`src/rtl/mci_pkg.sv`:
```
// MCI shared types: boot sequencer states, MCU reset arbiter states and the
// default reset cool-down length.
package mci_pkg;

  // MCI boot sequencer state, observed by the MCU reset arbiter.
  typedef enum logic [3:0] {
    BOOT_IDLE             = 4'd0,
    BOOT_OTP_FC           = 4'd1,
    BOOT_I3C              = 4'd2,
    BOOT_MCU              = 4'd3,
    BOOT_WAIT_CPTRA_GO    = 4'd4,
    BOOT_CPTRA            = 4'd5,
    BOOT_WAIT_MCU_RST_REQ = 4'd6,
    BOOT_RST_MCU          = 4'd7,
    BOOT_RST_CPTRA        = 4'd8,
    BOOT_WAIT_CPTRA_RST   = 4'd9
  } mci_boot_fsm_state_e;

  // MCU reset arbiter state.
  typedef enum logic [2:0] {
    ARB_IDLE      = 3'd0,
    ARB_ISSUE     = 3'd1,
    ARB_WAIT_EXIT = 3'd2,
    ARB_DONE      = 3'd3,
    ARB_COOLDOWN  = 3'd4
  } mci_mcu_rst_arb_state_e;

  localparam int unsigned MCI_MCU_RST_ARB_DEFAULT_COOLDOWN = 16;

endpackage

```
`src/rtl/mci_mcu_rst_arb_if.sv`:
```
// MCU reset arbiter bundle.
//   req          requester -> arbiter  level reset requests, one bit per source
//   boot_fsm     sequencer -> arbiter  current boot sequencer state
//   mcu_rst_req  arbiter -> sequencer  MCU reset request level
//   grant        arbiter -> requesters one-hot owner of the in-flight reset
//   done         arbiter -> requesters one-cycle completion pulse to the owner
//   grant_id     arbiter -> requesters index of the current/last owner
//   busy         arbiter -> requesters arbiter is not idle
//   timeout_err  arbiter -> requesters sticky completion timeout
//                (only when MCI_MCU_RST_ARB_TIMEOUT_EN is defined)
// Modports: master = arbiter side, slave = requester/sequencer side.
interface mci_mcu_rst_arb_if #(
  parameter int unsigned NUM_REQ = 4
);
  import mci_pkg::*;

  localparam int unsigned IdW = $clog2(NUM_REQ);

  logic [NUM_REQ-1:0]  req;
  mci_boot_fsm_state_e boot_fsm;
  logic                mcu_rst_req;
  logic [NUM_REQ-1:0]  grant;
  logic [NUM_REQ-1:0]  done;
  logic [IdW-1:0]      grant_id;
  logic                busy;
`ifdef MCI_MCU_RST_ARB_TIMEOUT_EN
  logic                timeout_err;
`endif

  modport master (
    input  req,
    input  boot_fsm,
    output mcu_rst_req,
    output grant,
    output done,
    output grant_id,
    output busy
`ifdef MCI_MCU_RST_ARB_TIMEOUT_EN
    , output timeout_err
`endif
  );

  modport slave (
    output req,
    output boot_fsm,
    input  mcu_rst_req,
    input  grant,
    input  done,
    input  grant_id,
    input  busy
`ifdef MCI_MCU_RST_ARB_TIMEOUT_EN
    , input timeout_err
`endif
  );

endinterface

```
`src/rtl/mci_mcu_rst_arb_rr.sv`:
```
// Combinational round-robin arbiter.
//   req_i    request vector
//   ptr_i    index where the search starts (must be < NUM_REQ)
//   gnt_o    one-hot winner (zero if no request)
//   idx_o    winner index
//   valid_o  at least one request present
// The pointer register lives in the parent.
module mci_rr_arb #(
  parameter int unsigned NUM_REQ = 4
) (
  input  logic [NUM_REQ-1:0]         req_i,
  input  logic [$clog2(NUM_REQ)-1:0] ptr_i,
  output logic [NUM_REQ-1:0]         gnt_o,
  output logic [$clog2(NUM_REQ)-1:0] idx_o,
  output logic                       valid_o
);

  localparam int unsigned IdW = $clog2(NUM_REQ);

  int unsigned    pos;
  logic [IdW-1:0] pos_idx;

  always_comb begin
    gnt_o   = '0;
    idx_o   = '0;
    valid_o = 1'b0;
    pos     = 0;
    pos_idx = '0;
    for (int unsigned off = 0; off < NUM_REQ; off++) begin
      pos = 32'(ptr_i) + off;
      if (pos >= NUM_REQ) pos = pos - NUM_REQ;
      pos_idx = IdW'(pos);
      if (!valid_o && req_i[pos_idx]) begin
        valid_o        = 1'b1;
        gnt_o[pos_idx] = 1'b1;
        idx_o          = pos_idx;
      end
    end
  end

endmodule

```
`src/rtl/mci_mcu_rst_arb.sv`:
```
// MCU reset arbiter: picks one of NUM_REQ reset requesters round-robin,
// drives mcu_rst_req to the MCI boot sequencer, follows the sequencer through
// the reset round-trip, pulses done to the owner and then enforces a
// cool-down before the next grant.
// Ports:
//   clk      MCI clock
//   mci_rst  asynchronous active-high reset
//   bus      mci_mcu_rst_arb_if.master (req/boot_fsm in; mcu_rst_req, grant,
//            done, grant_id, busy[, timeout_err] out)
// Optional feature macro: MCI_MCU_RST_ARB_TIMEOUT_EN adds a completion
// watchdog of TIMEOUT_CYCLES and the sticky timeout_err output.
module mci_mcu_rst_arb
  import mci_pkg::*;
#(
  parameter int unsigned NUM_REQ         = 4,
  parameter int unsigned COOLDOWN_CYCLES = MCI_MCU_RST_ARB_DEFAULT_COOLDOWN,
  parameter int unsigned TIMEOUT_CYCLES  = 4096
) (
  input  logic              clk,
  input  logic              mci_rst,
  mci_mcu_rst_arb_if.master bus
);

  localparam int unsigned IdW = $clog2(NUM_REQ);
  localparam int unsigned CdW = $clog2(COOLDOWN_CYCLES + 1);

  mci_mcu_rst_arb_state_e state_q, state_d;
  logic [NUM_REQ-1:0]     grant_q, grant_d;
  logic [IdW-1:0]         grant_id_q, grant_id_d;
  logic [IdW-1:0]         ptr_q, ptr_d;
  logic [NUM_REQ-1:0]     done_q, done_d;
  logic [CdW-1:0]         cd_cnt_q, cd_cnt_d;

  logic [NUM_REQ-1:0]     arb_gnt;
  logic [IdW-1:0]         arb_idx;
  logic                   arb_valid;
  logic [NUM_REQ-1:0]     owner_oh;

`ifdef MCI_MCU_RST_ARB_TIMEOUT_EN
  localparam int unsigned ToW = $clog2(TIMEOUT_CYCLES + 1);
  logic [ToW-1:0] to_cnt_q, to_cnt_d;
  logic           terr_q, terr_d;
`endif

  mci_rr_arb #(
    .NUM_REQ (NUM_REQ)
  ) u_rr_arb (
    .req_i   (bus.req),
    .ptr_i   (ptr_q),
    .gnt_o   (arb_gnt),
    .idx_o   (arb_idx),
    .valid_o (arb_valid)
  );

  assign owner_oh = NUM_REQ'(1) << grant_id_q;

  always_comb begin
    state_d    = state_q;
    grant_d    = grant_q;
    grant_id_d = grant_id_q;
    ptr_d      = ptr_q;
    done_d     = '0;
    cd_cnt_d   = cd_cnt_q;
`ifdef MCI_MCU_RST_ARB_TIMEOUT_EN
    to_cnt_d   = to_cnt_q;
    terr_d     = terr_q;
`endif

    unique case (state_q)
      ARB_IDLE: begin
        // Only arbitrate while the sequencer is ready to accept a request.
        if (arb_valid && (bus.boot_fsm == BOOT_WAIT_MCU_RST_REQ)) begin
          grant_d    = arb_gnt;
          grant_id_d = arb_idx;
          ptr_d      = (arb_idx == IdW'(NUM_REQ - 1)) ? '0 : arb_idx + IdW'(1);
          state_d    = ARB_ISSUE;
`ifdef MCI_MCU_RST_ARB_TIMEOUT_EN
          to_cnt_d   = '0;
`endif
        end
      end
      ARB_ISSUE: begin
        if (bus.boot_fsm == BOOT_RST_MCU) state_d = ARB_WAIT_EXIT;
      end
      ARB_WAIT_EXIT: begin
        // Done is registered so it lands while grant is already cleared and
        // the previous cycle still shows the owner.
        if (bus.boot_fsm == BOOT_WAIT_MCU_RST_REQ) begin
          state_d = ARB_DONE;
          done_d  = owner_oh;
          grant_d = '0;
        end
      end
      ARB_DONE: begin
        cd_cnt_d = CdW'(COOLDOWN_CYCLES - 1);
        state_d  = ARB_COOLDOWN;
      end
      ARB_COOLDOWN: begin
        if (cd_cnt_q == '0) state_d = ARB_IDLE;
        else                cd_cnt_d = cd_cnt_q - CdW'(1);
      end
      default: state_d = ARB_IDLE;
    endcase

`ifdef MCI_MCU_RST_ARB_TIMEOUT_EN
    // Watchdog overrides any normal transition in the same cycle.
    if ((state_q == ARB_ISSUE) || (state_q == ARB_WAIT_EXIT)) begin
      to_cnt_d = to_cnt_q + ToW'(1);
      if (to_cnt_q == ToW'(TIMEOUT_CYCLES - 1)) begin
        terr_d   = 1'b1;
        done_d   = owner_oh;
        grant_d  = '0;
        cd_cnt_d = CdW'(COOLDOWN_CYCLES - 1);
        state_d  = ARB_COOLDOWN;
      end
    end
`endif
  end

  always_ff @(posedge clk or posedge mci_rst) begin
    if (mci_rst) begin
      state_q    <= ARB_IDLE;
      grant_q    <= '0;
      grant_id_q <= '0;
      ptr_q      <= '0;
      done_q     <= '0;
      cd_cnt_q   <= '0;
    end else begin
      state_q    <= state_d;
      grant_q    <= grant_d;
      grant_id_q <= grant_id_d;
      ptr_q      <= ptr_d;
      done_q     <= done_d;
      cd_cnt_q   <= cd_cnt_d;
    end
  end

`ifdef MCI_MCU_RST_ARB_TIMEOUT_EN
  always_ff @(posedge clk or posedge mci_rst) begin
    if (mci_rst) begin
      to_cnt_q <= '0;
      terr_q   <= 1'b0;
    end else begin
      to_cnt_q <= to_cnt_d;
      terr_q   <= terr_d;
    end
  end

  assign bus.timeout_err = terr_q;
`endif

  // Request is a pure decode of state so it drops on the exit transition.
  assign bus.mcu_rst_req = (state_q == ARB_ISSUE);
  assign bus.grant       = grant_q;
  assign bus.done        = done_q;
  assign bus.grant_id    = grant_id_q;
  assign bus.busy        = (state_q != ARB_IDLE);

  ParamsOk_A: assert property (@(posedge clk)
    (NUM_REQ >= 2) && (COOLDOWN_CYCLES >= 1) && (TIMEOUT_CYCLES >= 1));

  GrantOnehot0_A: assert property (@(posedge clk) disable iff (mci_rst)
    $onehot0(grant_q));

  DoneOnehot0_A: assert property (@(posedge clk) disable iff (mci_rst)
    $onehot0(done_q));

  DoneOwner_A: assert property (@(posedge clk) disable iff (mci_rst)
    (done_q != '0) |-> (done_q == $past(grant_q)));

  RstReqIssue_A: assert property (@(posedge clk) disable iff (mci_rst)
    bus.mcu_rst_req |-> (state_q == ARB_ISSUE));

  StateKnown_A: assert property (@(posedge clk) disable iff (mci_rst)
    !$isunknown(state_q));

endmodule
```
`src/flat_wrapper.sv`:
```
// flat-port wrapper written by rule: the top's interface ports become plain ports
module mci_mcu_rst_arb_flat import mci_pkg::*;
#(
  parameter int unsigned NUM_REQ         = 4,
  parameter int unsigned COOLDOWN_CYCLES = MCI_MCU_RST_ARB_DEFAULT_COOLDOWN,
  parameter int unsigned TIMEOUT_CYCLES  = 4096
)
  (clk, mci_rst, bus_req, bus_boot_fsm, bus_mcu_rst_req, bus_grant, bus_done, bus_grant_id, bus_busy);
  mci_mcu_rst_arb_if #(.NUM_REQ(NUM_REQ)) bus_i ();
  input  logic clk;
  input  logic mci_rst;
  input wire logic [$bits(bus_i.req)-1:0] bus_req;
  input wire logic [$bits(bus_i.boot_fsm)-1:0] bus_boot_fsm;
  output wire logic [$bits(bus_i.mcu_rst_req)-1:0] bus_mcu_rst_req;
  output wire logic [$bits(bus_i.grant)-1:0] bus_grant;
  output wire logic [$bits(bus_i.done)-1:0] bus_done;
  output wire logic [$bits(bus_i.grant_id)-1:0] bus_grant_id;
  output wire logic [$bits(bus_i.busy)-1:0] bus_busy;
  assign bus_i.req = bus_req;
  assign bus_i.boot_fsm = bus_boot_fsm;
  assign bus_mcu_rst_req = bus_i.mcu_rst_req;
  assign bus_grant = bus_i.grant;
  assign bus_done = bus_i.done;
  assign bus_grant_id = bus_i.grant_id;
  assign bus_busy = bus_i.busy;
  mci_mcu_rst_arb #(.NUM_REQ(NUM_REQ), .COOLDOWN_CYCLES(COOLDOWN_CYCLES), .TIMEOUT_CYCLES(TIMEOUT_CYCLES)) u_core (.clk(clk), .mci_rst(mci_rst), .bus(bus_i));
endmodule
```
`config.mk`:
```
export PLATFORM = sky130hd
export DESIGN_NAME = mci_mcu_rst_arb_flat
export DESIGN_NICKNAME = d
export VERILOG_FILES = /design/src/rtl/mci_pkg.sv /design/src/rtl/mci_mcu_rst_arb_if.sv /design/src/rtl/mci_mcu_rst_arb_rr.sv /design/src/rtl/mci_mcu_rst_arb.sv /design/src/flat_wrapper.sv
export SDC_FILE = /design/constraint.sdc
export NUM_CORES = 1
export LEC_CHECK = 0
export CORE_MARGIN = 2
export CORE_UTILIZATION = 48
export DETAILED_ROUTE_END_ITERATION = 8
export GPL_TIMING_DRIVEN = 0
export PLACE_DENSITY = 0.79
export SLEW_MARGIN = 20
export SYNTH_ARGS = -nofsm -noshare
export SYNTH_HDL_FRONTEND = slang
export SYNTH_SLANG_ARGS = --single-unit
```
`constraint.sdc`:
```
create_clock -name clk -period 3.2 [get_ports clk]
set_input_delay 0.8 -clock clk [delete_from_list [all_inputs] [get_ports clk]]
set_output_delay 0.8 -clock clk [all_outputs]
set_load 0.03 [all_outputs]
```
Word level (Yosys, flattened, before mapping)
Cells that the tools add are included.

word-level totals
  bits in registers = 20
  input port bits = 10

operators by class
  magnitude comparators = 12
  equal/unequal tests = 12
  multiplexer cells = 45
  reduce and logical (&&, ||, !) cells = 20
  bitwise gates (word level) = 3
  shifts and indexed selects = 1
  $add $sub $neg = 9

operators with widths
  cell                                                                          count
  4-bit 2-to-1 mux                                                              8
  2-bit 2-to-1 mux                                                              9
  3-bit case mux with 5 select lines                                            1
  2-bit by 3-bit less-than comparator with 1-bit output, second input constant  4
  1-bit 2-to-1 mux                                                              12
  3-bit 2-to-1 mux                                                              4
  4-bit bitwise OR                                                              3
  5-bit case mux with 2 select lines                                            1
  3-bit >= comparator, second input constant                                    3
  1-bit binary-select mux with 2-bit select                                     4
  1-bit demux with 2-bit select                                                 4
  4-bit by 3-bit == test with 1-bit output, second input constant               2
  2-bit by 1-bit >= comparator with 1-bit output, second input constant         4
  1-bit logical AND                                                             8
  2-bit by 1-bit != test with 1-bit output, second input constant               4
  4-bit case mux with 2 select lines                                            1
  2-bit by 1-bit subtractor with 2-bit output, second input constant            4
  2-bit by 2-bit adder with 3-bit output, second input constant                 2
  3-bit by 2-bit == test with 1-bit output, second input constant               2
  5-bit logical NOT                                                             1
  5-bit 2-to-1 mux                                                              1
  5-bit by 1-bit subtractor with 5-bit output, second input constant            1
  2-bit AND reduction                                                           2
  4-bit AND reduction                                                           1
  other kinds (13)                                                              16

Depth between registers and ports, before layout
Gate-level depths: netlist of run 1.

  depth after elaboration = 17
  gate-level depth with buffers = 11
  depth with buffers taken out = 10

Hierarchy
From an unflattened synthesis of run 1, not the netlist that was laid out.

unflattened totals
  cells, all modules = 128
  area total of the unflattened synthesis = 1,336.3 um^2

modules (own cells, without submodules)
  module           area each (um^2)  cells an instance  times used  seq. area each (um^2)
  mci_mcu_rst_arb  914.6             83                 1           500.5
  mci_rr_arb       421.7             45                 1           0.0

Worst setup path after synthesis of run 1
No wires, ideal clock.

  path kind = reg-to-reg
  start = reg u_core.ptr_q[0]
  end = reg u_core.ptr_q[0]
  cell stages (with the launch flop) = 12
  setup time = 0.126 ns
  clock period less this slack = 2.955 ns
  data arrival time = 2.829 ns
  setup slack = 0.245 ns
  cells stage by stage = dfrtp_1 > buf_4 > inv_1 > ha_1 > mux4_2 > nor3b_1 > or3_1 > a21oi_1 > ha_1 > inv_1 > o311a_1 > a311o_1

on the way
  cells in the longest elaborated chain, start to end = 16
  elaborated cells on any way between the ends = 42

ends and longest elaborated chain
  element                                                                                          RTL line                  text
  start, declared                                                                                  mci_mcu_rst_arb.sv:30     logic [IdW-1:0] ptr_q, ptr_d;
  start signal, assigned                                                                           mci_mcu_rst_arb.sv:132    ptr_q <= ptr_d;
  parallel branches: the longest is 13 deep, another holds 2-bit by 1-bit adder with 3-bit output  n/a
  2-bit 2-to-1 mux (*)                                                                             mci_mcu_rst_arb_rr.sv:33  if (!valid_o && req_i[pos_idx]) begin
  via u_core.arb_idx[0]                                                                            mci_mcu_rst_arb.sv:35     logic [IdW-1:0] arb_idx;
  2-bit by 1-bit adder with 2-bit output or 2-bit == test (tied branches)                          mci_mcu_rst_arb.sv:75     ptr_d = (arb_idx == IdW'(NUM_REQ - 1)) ? '0 : arb_idx + IdW'(1);
  2-bit 2-to-1 mux (*)                                                                             mci_mcu_rst_arb.sv:75

Mark *: on every way through the listed nets, which the timed path passes. The select of a mux whose other input is x is not followed.
A chain may end at the register's enable or synchronous reset.

Worst setup path after layout of run 1
  start = reg u_core.ptr_q[1]
  end = reg u_core.ptr_q[0]

The elaborated chain is that of the path after synthesis.

==> summary.md, run 1 <==
| Metric | Value |
|---|---|
| Outcome | `complete, no violations` |
| Met1 usage | `24.7%` |
| Root Driver | `clkbuf_4` |
| Worst EP arrival | `3.27 ns` |
| Routability Congestion | `0.846` |
| Nets | `197` |
| Slew Viols, Final | `0` |
| Cells after Synth | `148` |
| Post-synthesis cell type count | `43` |
| Sink Count | `20` |
| DRC | `0` |
| Max-cap viol count | `0` |
| Worst-margin pin slew | `0.792 ns` |
| R2r endpoint | `u_core.ptr_q[0]` |
| Worst setup SP type | `register` |
| Die area | `3420 um2` |
| Pleak | `0.000730 uW` |
| Share of layout cells above drive strength 1 | `13.1%` |
| Fin crit share | `96.3%` |
| Share of the yosys chip area belonging to registers | `35.1%` |
| Global-route wire length before repair | `5.15 mm` |
| CTS Buffer Depth | `2` |
| TNS Setup | `0 ns` |
| 1st-pass router iterations | `4` |
| WL per Instance | `15.5 um` |
| Final hold viol count | `0` |
| Achievable Freq | `324 MHz` |
| Peak VDD IR | `0.000658 V` |
| Worst reg2reg path startpoint | `u_core.ptr_q[1]` |
| Met2 GRT Util | `33.1%` |
| Ant. Diodes | `0` |
| Synth area leader | `dfrtp_1` |
| Initial Util | `51.2%` |
| Worst Reg-to-Reg Cells | `10` |
| Reg clk slew, reported paths | `0.11 ns` |
| Post-synth top flop | `dfrtp_1` |
| Most common cell after layout, fill and taps aside | `dfrtp_1` |
| Vias in the first global route | `1169` |
| Seq cells post-synth | `20` |
| Chip Width | `58.5 um` |
| Net Count, Synth | `169` |
| Element type at the critical path end | `register` |
| Total gr overflow | `0` |
| Clk Latency, worst-skew pair | `0.29 ns` |
| Pwr Total | `1590 uW` |
| Hold Path End | `u_core.bus.done[0]` |
| Synth top area cells | `dfrtp_1 (35%), ha_1 (9.7%), o211ai_1 (4.2%)` |
| Worst hold path class | `reg2reg` |
| WP data required | `3.39 ns` |
| Placeable core area | `2780 um2` |
| Post-route ant nets | `0` |
| IO Pins | `22` |
| Routed WL | `3.19 mm` |
| Average size of a mapped cell | `9.63 um2` |
| CTS tree | `yes` |
| Vias per cell | `6.06` |
| RSZ-0062 raised after global routing | `no` |
| Port Buffers | `18` |
| Hold Path Depth | `1` |
| Clk_skew | `0.00182 ns` |
| Total Routing Usage GR | `19.3%` |
| FF-to-FF setup slack | `0.12 ns` |
| Vias post-DR | `1249` |
| Most frequent cells in the layout | `dfrtp_1 (19), clkdlybuf4s50_1 (17), nand2_1 (12), inv_1 (11), ha_1 (10)` |
| Yosys warnings | `0` |
| Share of flip-flops with an asynchronous set or reset | `100%` |
| Crit Path Category | `reg2reg` |
| Maximum fanout along the worst path | `9` |
| Post-synth EDFFs | `0` |
| Area share of the leading cell type in the synthesized netlist | `35.1%` |
| Crit path time final | `3.08 ns` |
| Num rows | `19` |
| P per Cell Area | `913 nW/um2` |
| Die Y | `58.5 um` |
| Slew Limit Headroom | `46.5%` |
| Hold_ws | `0.488 ns` |
| Synth-to-Final Area Change | `22.1%` |
| Met3 Use GR | `1.10%` |
| Initial antenna violation count | `0` |
| Largest net degree at the start of global routing | `21` |
| # setup viols final | `0` |
| Worst hold start | `u_core.bus.grant_id[0]` |
| Initial DRC count | `51` |
| Most Crowded Layer GR | `met2` |
| Post-detail-place hpwl | `2.35 mm` |
| CTS Buf Count | `3` |
| CTS H-tree lvls | `1` |
| Mapped cell area | `1430 um2` |
-- final cells by class --
type	count	area (um2)
clock inverters	1	30.0
well taps	31	38.8
plain buffers	7	37.5
inverters	11	41.3
multi-input cells	110	848
repair buffers	23	220
clock buffers	3	22.5
flip-flops and latches	20	502
fillers	246	1040
-- where the power goes --
group          total [uW]  switching (uW)  internal, uW
combinational         952             533           419
clock                 203            77.0           126
sequential            434            90.8           343
total                1590             701           889
-- worst max path at each step --
| stage | cells past startpoint | start | to | slack (ns) |
|---|---|---|---|---|
| 6_report | 10 | u_core.ptr_q[1] | u_core.ptr_q[0] | 0.12 |
| 5_1_grt | 10 | u_core.ptr_q[1] | u_core.ptr_q[0] | 0.04 |
| 4_1_cts | 11 | u_core.ptr_q[0] | u_core.ptr_q[0] | 0.04 |
| 3_5_place_dp | 9 | bus_req[3] | u_core.ptr_q[0] | -0.24 |
| 3_3_place_gp | 9 | bus_req[3] | u_core.ptr_q[0] | -0.16 |
| 2_1_floorplan | 11 | u_core.ptr_q[0] | u_core.ptr_q[0] | 0.24 |
-- cell usage after synthesis, drive strengths merged (2+ instances only) --
library cell / count
dfrtp: 20
nand2: 12
ha: 11
inv: 11
o211ai: 8
o21ai: 8
nor3: 7
nor2: 6
a21oi: 5
buf: 5
a221oi: 4
mux2: 4
nand2b: 4
or3: 4
a2111oi: 3
a211oi: 2
a21o: 2
and2: 2
clkbuf: 2
nand3: 2
nand3b: 2
nand4b: 2
nor4b: 2
or3b: 2
xnor2: 2
-- state kept, by name, indices dropped and copies added (netlist names) --
name                 count
u_core.state_q           3
u_core.bus.grant_id      2
u_core.bus.done          4
u_core.ptr_q             2
u_core.bus.grant         4
u_core.cd_cnt_q          5
-- metrics by stage --
stage	cells	util (%)	cell area [um2]	setup slack (ns)
floorplan	148	-	1430	0.245
global placement	197	59.1	1640	-0.164
detailed placement	197	59.1	1640	-0.245
CTS	201	61.1	1700	0.0382
global route	206	62.6	1740	0.0376
finish	206	62.6	1740	0.117
-- kinds of logic (layout without fill, tap and decap cells) --
group	count (synthesis)	count (layout)	synth area share, %
buffers and inverters	18	45	5.53
and+or+nand+nor	51	51	20.2
xor gates and xnor gates	2	2	1.23
DFF	20	20	35.1
muxes	6	6	5.44
adders and majority gates	11	11	9.66
AOI/OAI and AO/OA	40	40	22.8
-- critical path, cell delays in order, from the launching register on --
cell,delay (ns)
dfrtp_1,0.52
inv_1,0.24
ha_2,0.49
mux4_2,0.37
nor3b_1,0.19
or3_1,0.35
a21oi_1,0.17
ha_1,0.16
inv_1,0.06
o311a_1,0.13
a311o_1,0.31
-- what timing repair did --
item                                   in CTS  in global routing
setup endpoints to repair                   1                  1
resized for setup                           2                  1
setup buffers                               0                  5
endpoints found under the hold margin       0                  0
hold buffers                                0                  0
-- per-layer routing --
layer | vias up | wire [um]
met5 | - | 0
met4 | 0 | 57
met3 | 6 | 138
met2 | 44 | 1570
met1 | 592 | 1420
li1 | 607 | -
(Power assumes the default switching activity.)
==> inputs of run 2 (changes only) <==
PLACE_DENSITY = 0.75   (was 0.79)
==> summary.md, run 2 (synthesis results as in run 1) <==
| Metric | Value |
|---|---|
| Routed WL | `3.05 mm (was 3.19 mm)` |
| Vias in the first global route | `1205 (was 1169)` |
| Post-route ant nets | `0 (unchanged)` |
| Post-detail-place hpwl | `2.26 mm (was 2.35 mm)` |
| Crit path time final | `3.16 ns (was 3.08 ns)` |
| Vias post-DR | `1240 (was 1249)` |
| Most common cell after layout, fill and taps aside | `dfrtp_1 (unchanged)` |
| WL per Instance | `14.9 um (was 15.5 um)` |
| Reg clk slew, reported paths | `0.11 ns (about the same)` |
| Num rows | `19 (unchanged)` |
| Total Routing Usage GR | `19.3% (about the same)` |
| Crit Path Category | `in2reg (was reg2reg)` |
| Peak VDD IR | `0.000712 V (was 0.000658 V)` |
| CP max stage delay | `0.58 ns (was 0.52 ns)` |
| Area occupied by multi-input gates | `848 um2 (unchanged)` |
| Vias per cell | `6.05 (was 6.06)` |
| Clk Latency, worst-skew pair | `0.30 ns (was 0.29 ns)` |
| Filler Cell Count | `239 (was 246)` |
| Placed instance area | `1640 um2 (unchanged)` |
| Worst-margin pin slew | `0.769 ns (was 0.792 ns)` |
| # setup viols final | `0 (unchanged)` |
| Pleak | `0.000716 uW (was 0.000730 uW)` |
| Share of layout cells above drive strength 1 | `12.6% (was 13.1%)` |
| DRC | `0 (unchanged)` |
| Placeable core area | `2780 um2 (unchanged)` |
| Storage cell area | `502 um2 (unchanged)` |
| Routability Congestion | `0.899 (was 0.846)` |
| Worst Reg-to-Reg Cells | `10 (unchanged)` |
| Sink Count | `20 (unchanged)` |
| CTS tree | `yes (unchanged)` |
| Nets | `196 (was 197)` |
| Final std cells w/o fill | `205 (was 206)` |
| Fin crit share | `98.7% (was 96.3%)` |
| Largest net degree at the start of global routing | `21 (unchanged)` |
| IO Pins | `22 (unchanged)` |
| Initial Util | `51.2% (unchanged)` |
| Achievable Freq | `317 MHz (was 324 MHz)` |
| Initial DRC count | `25 (was 51)` |
| Final hold viol count | `0 (unchanged)` |
| WP data required | `3.39 ns (about the same)` |
| Largest register FFs | `5 (unchanged)` |
| Die Y | `58.5 um (unchanged)` |
| Clk_skew | `0.00102 ns (was 0.00182 ns)` |
| R2r endpoint | `u_core.ptr_q[0] (unchanged)` |
| Outcome | `complete, no violations (unchanged)` |
| Worst setup SP type | `primary input (was register)` |
| 1st-pass router iterations | `5 (was 4)` |
| Critical path cell sequence | `clkdlybuf4s50_1 -> mux4_2 -> nor3b_1 -> or3_1 -> a21oi_1 -> ha_1 -> inv_1 -> o311a_1 -> a311o_1 (was inv_1 -> ha_2 -> mux4_2 -> nor3b_1 -> or3_1 -> a21oi_1 -> ha_1 -> inv_1 -> o311a_1 -> a311o_1)` |
| CTS Buffer Depth | `2 (unchanged)` |
| Ant. Diodes | `0 (unchanged)` |
| Global-route wire length before repair | `5.18 mm (was 5.15 mm)` |
| RSZ-0062 raised after global routing | `no (unchanged)` |
| Maximum fanout along the worst path | `9 (unchanged)` |
| Die area | `3420 um2 (unchanged)` |
| CTS H-tree lvls | `1 (unchanged)` |
| CP max stage cell | `clkdlybuf4s50_1 (was dfrtp_1)` |
| Port Buffers | `18 (unchanged)` |
| Fin area | `1730 um2 (was 1740 um2)` |
| Worst hold path class | `reg2reg (unchanged)` |
| Worst reg2reg path startpoint | `u_core.ptr_q[1] (unchanged)` |
| Initial antenna violation count | `0 (unchanged)` |
| Synth-to-Final Area Change | `21.4% (was 22.1%)` |
| Hold buffer count at cts | `0 (unchanged)` |
| Worst EP arrival | `3.35 ns (was 3.27 ns)` |
| Dpl cells | `197 (unchanged)` |
| Top reg by flops | `u_core.cd_cnt_q (unchanged)` |
| Total gr overflow | `0 (unchanged)` |
| CTS Buf Count | `3 (unchanged)` |
| Slew Viols, Final | `0 (unchanged)` |
| Hold_ws | `0.495 ns (was 0.488 ns)` |
| Slew Limit Headroom | `48.0% (was 46.5%)` |
| Element type at the critical path end | `register (unchanged)` |
| TNS Setup | `0 ns (unchanged)` |
| Max-cap viol count | `0 (unchanged)` |
| P per Cell Area | `904 nW/um2 (was 913 nW/um2)` |
| CP Capture Point | `u_core.ptr_q[0] (unchanged)` |
| Root Driver | `clkbuf_4 (unchanged)` |
| FF-to-FF setup slack | `0.17 ns (was 0.12 ns)` |
| CP Launch Point | `bus_req[3] (was u_core.ptr_q[1])` |
| Chip Width | `58.5 um (unchanged)` |
| Most frequent cells in the layout | `dfrtp_1 (19), clkdlybuf4s50_1 (18), nand2_1 (12), inv_1 (11), ha_1 (10) (was dfrtp_1 (19), clkdlybuf4s50_1 (17), nand2_1 (12), inv_1 (11), ha_1 (10))` |
[run 2: cell count changes in the layout (fill, tap and decap cells not counted), sizes merged]
cell | before | now
dlymetal6s2s | 1 | 0
buf | 10 | 9
clkdlybuf4s50 | 17 | 18
[run 2: layout make-up]
type,instances,area share (%)
Buffer,7,2.17
Clock buffer,3,1.30
Clock inverter,1,1.74
Inverter,11,2.39
Multi-Input combinational cell,110,49.0
Sequential cell,20,29.0
Tap cell,31,2.24
Timing Repair Buffer,22,12.1
[run 2: metrics by stage]
| step | util (%) | total power [uW] | setup WS (ns) |
|---|---|---|---|
| finish | 62.2 | 1560 | 0.0407 |
| global route | 62.2 | 1680 | 0.0285 |
| CTS | 61.1 | 1520 | 0.0211 |
| detailed placement | 59.1 | 1300 | -0.265 |
| global placement | 59.1 | 1270 | -0.190 |
| floorplan | - | 1060 | 0.245 |
[run 2: critical path, delay by kind of cell]
kind	cells	cell delay, ns
compound gates	3	0.61
fa+ha+maj	1	0.18
mux	1	0.58
simple gates	2	0.55
buf+inv	2	0.63
[run 2: power by group]
part           internal [uW]  switching [uW]  leakage [uW]
sequential               343            85.2      0.000254
clock                    127            77.7     0.0000279
combinational            407             524      0.000434
[run 2: worst min-delay path by stage]
stage	start	to	slack [ns]	cells past startpoint
after floorplan	u_core.cd_cnt_q[0]	u_core.cd_cnt_q[0]	0.46	1
after global placement	u_core.bus.grant_id[0]	u_core.bus.done[2]	0.48	1
after detailed placement	u_core.bus.grant_id[0]	u_core.bus.done[2]	0.48	1
after CTS	u_core.bus.grant_id[0]	u_core.bus.done[2]	0.50	1
after global routing	u_core.bus.grant_id[0]	u_core.bus.done[2]	0.52	1
final	u_core.bus.grant_id[0]	u_core.bus.done[2]	0.50	1
[run 2: routing by layer]
| metal | vias to the layer above | wire (um) | global-route usage [%] |
|---|---|---|---|
| met3 | 2 | 159 | 4.40 |
| met2 | 33 | 1450 | 32.4 |
| met5 | - | 0 | 0 |
| met4 | 0 | 19 | 4.98 |
| li1 | 610 | - | - |
| met1 | 595 | 1420 | 25.2 |
[run 2: what timing repair did]
action,4_1_cts,5_1_grt
setup buffers,0,4
gates resized for setup,2,0
endpoints found under the setup margin,1,1
pin swaps,0,0
cloned,0,0
==> inputs of run 3 (changes only) <==
ABC_CLOCK_PERIOD_IN_PS = 3200   (was not set)
HOLD_SLACK_MARGIN = 0.12   (was not set)
==> results of run 3 <==
Final layout, timing and power as in run 2 (identical DEF).
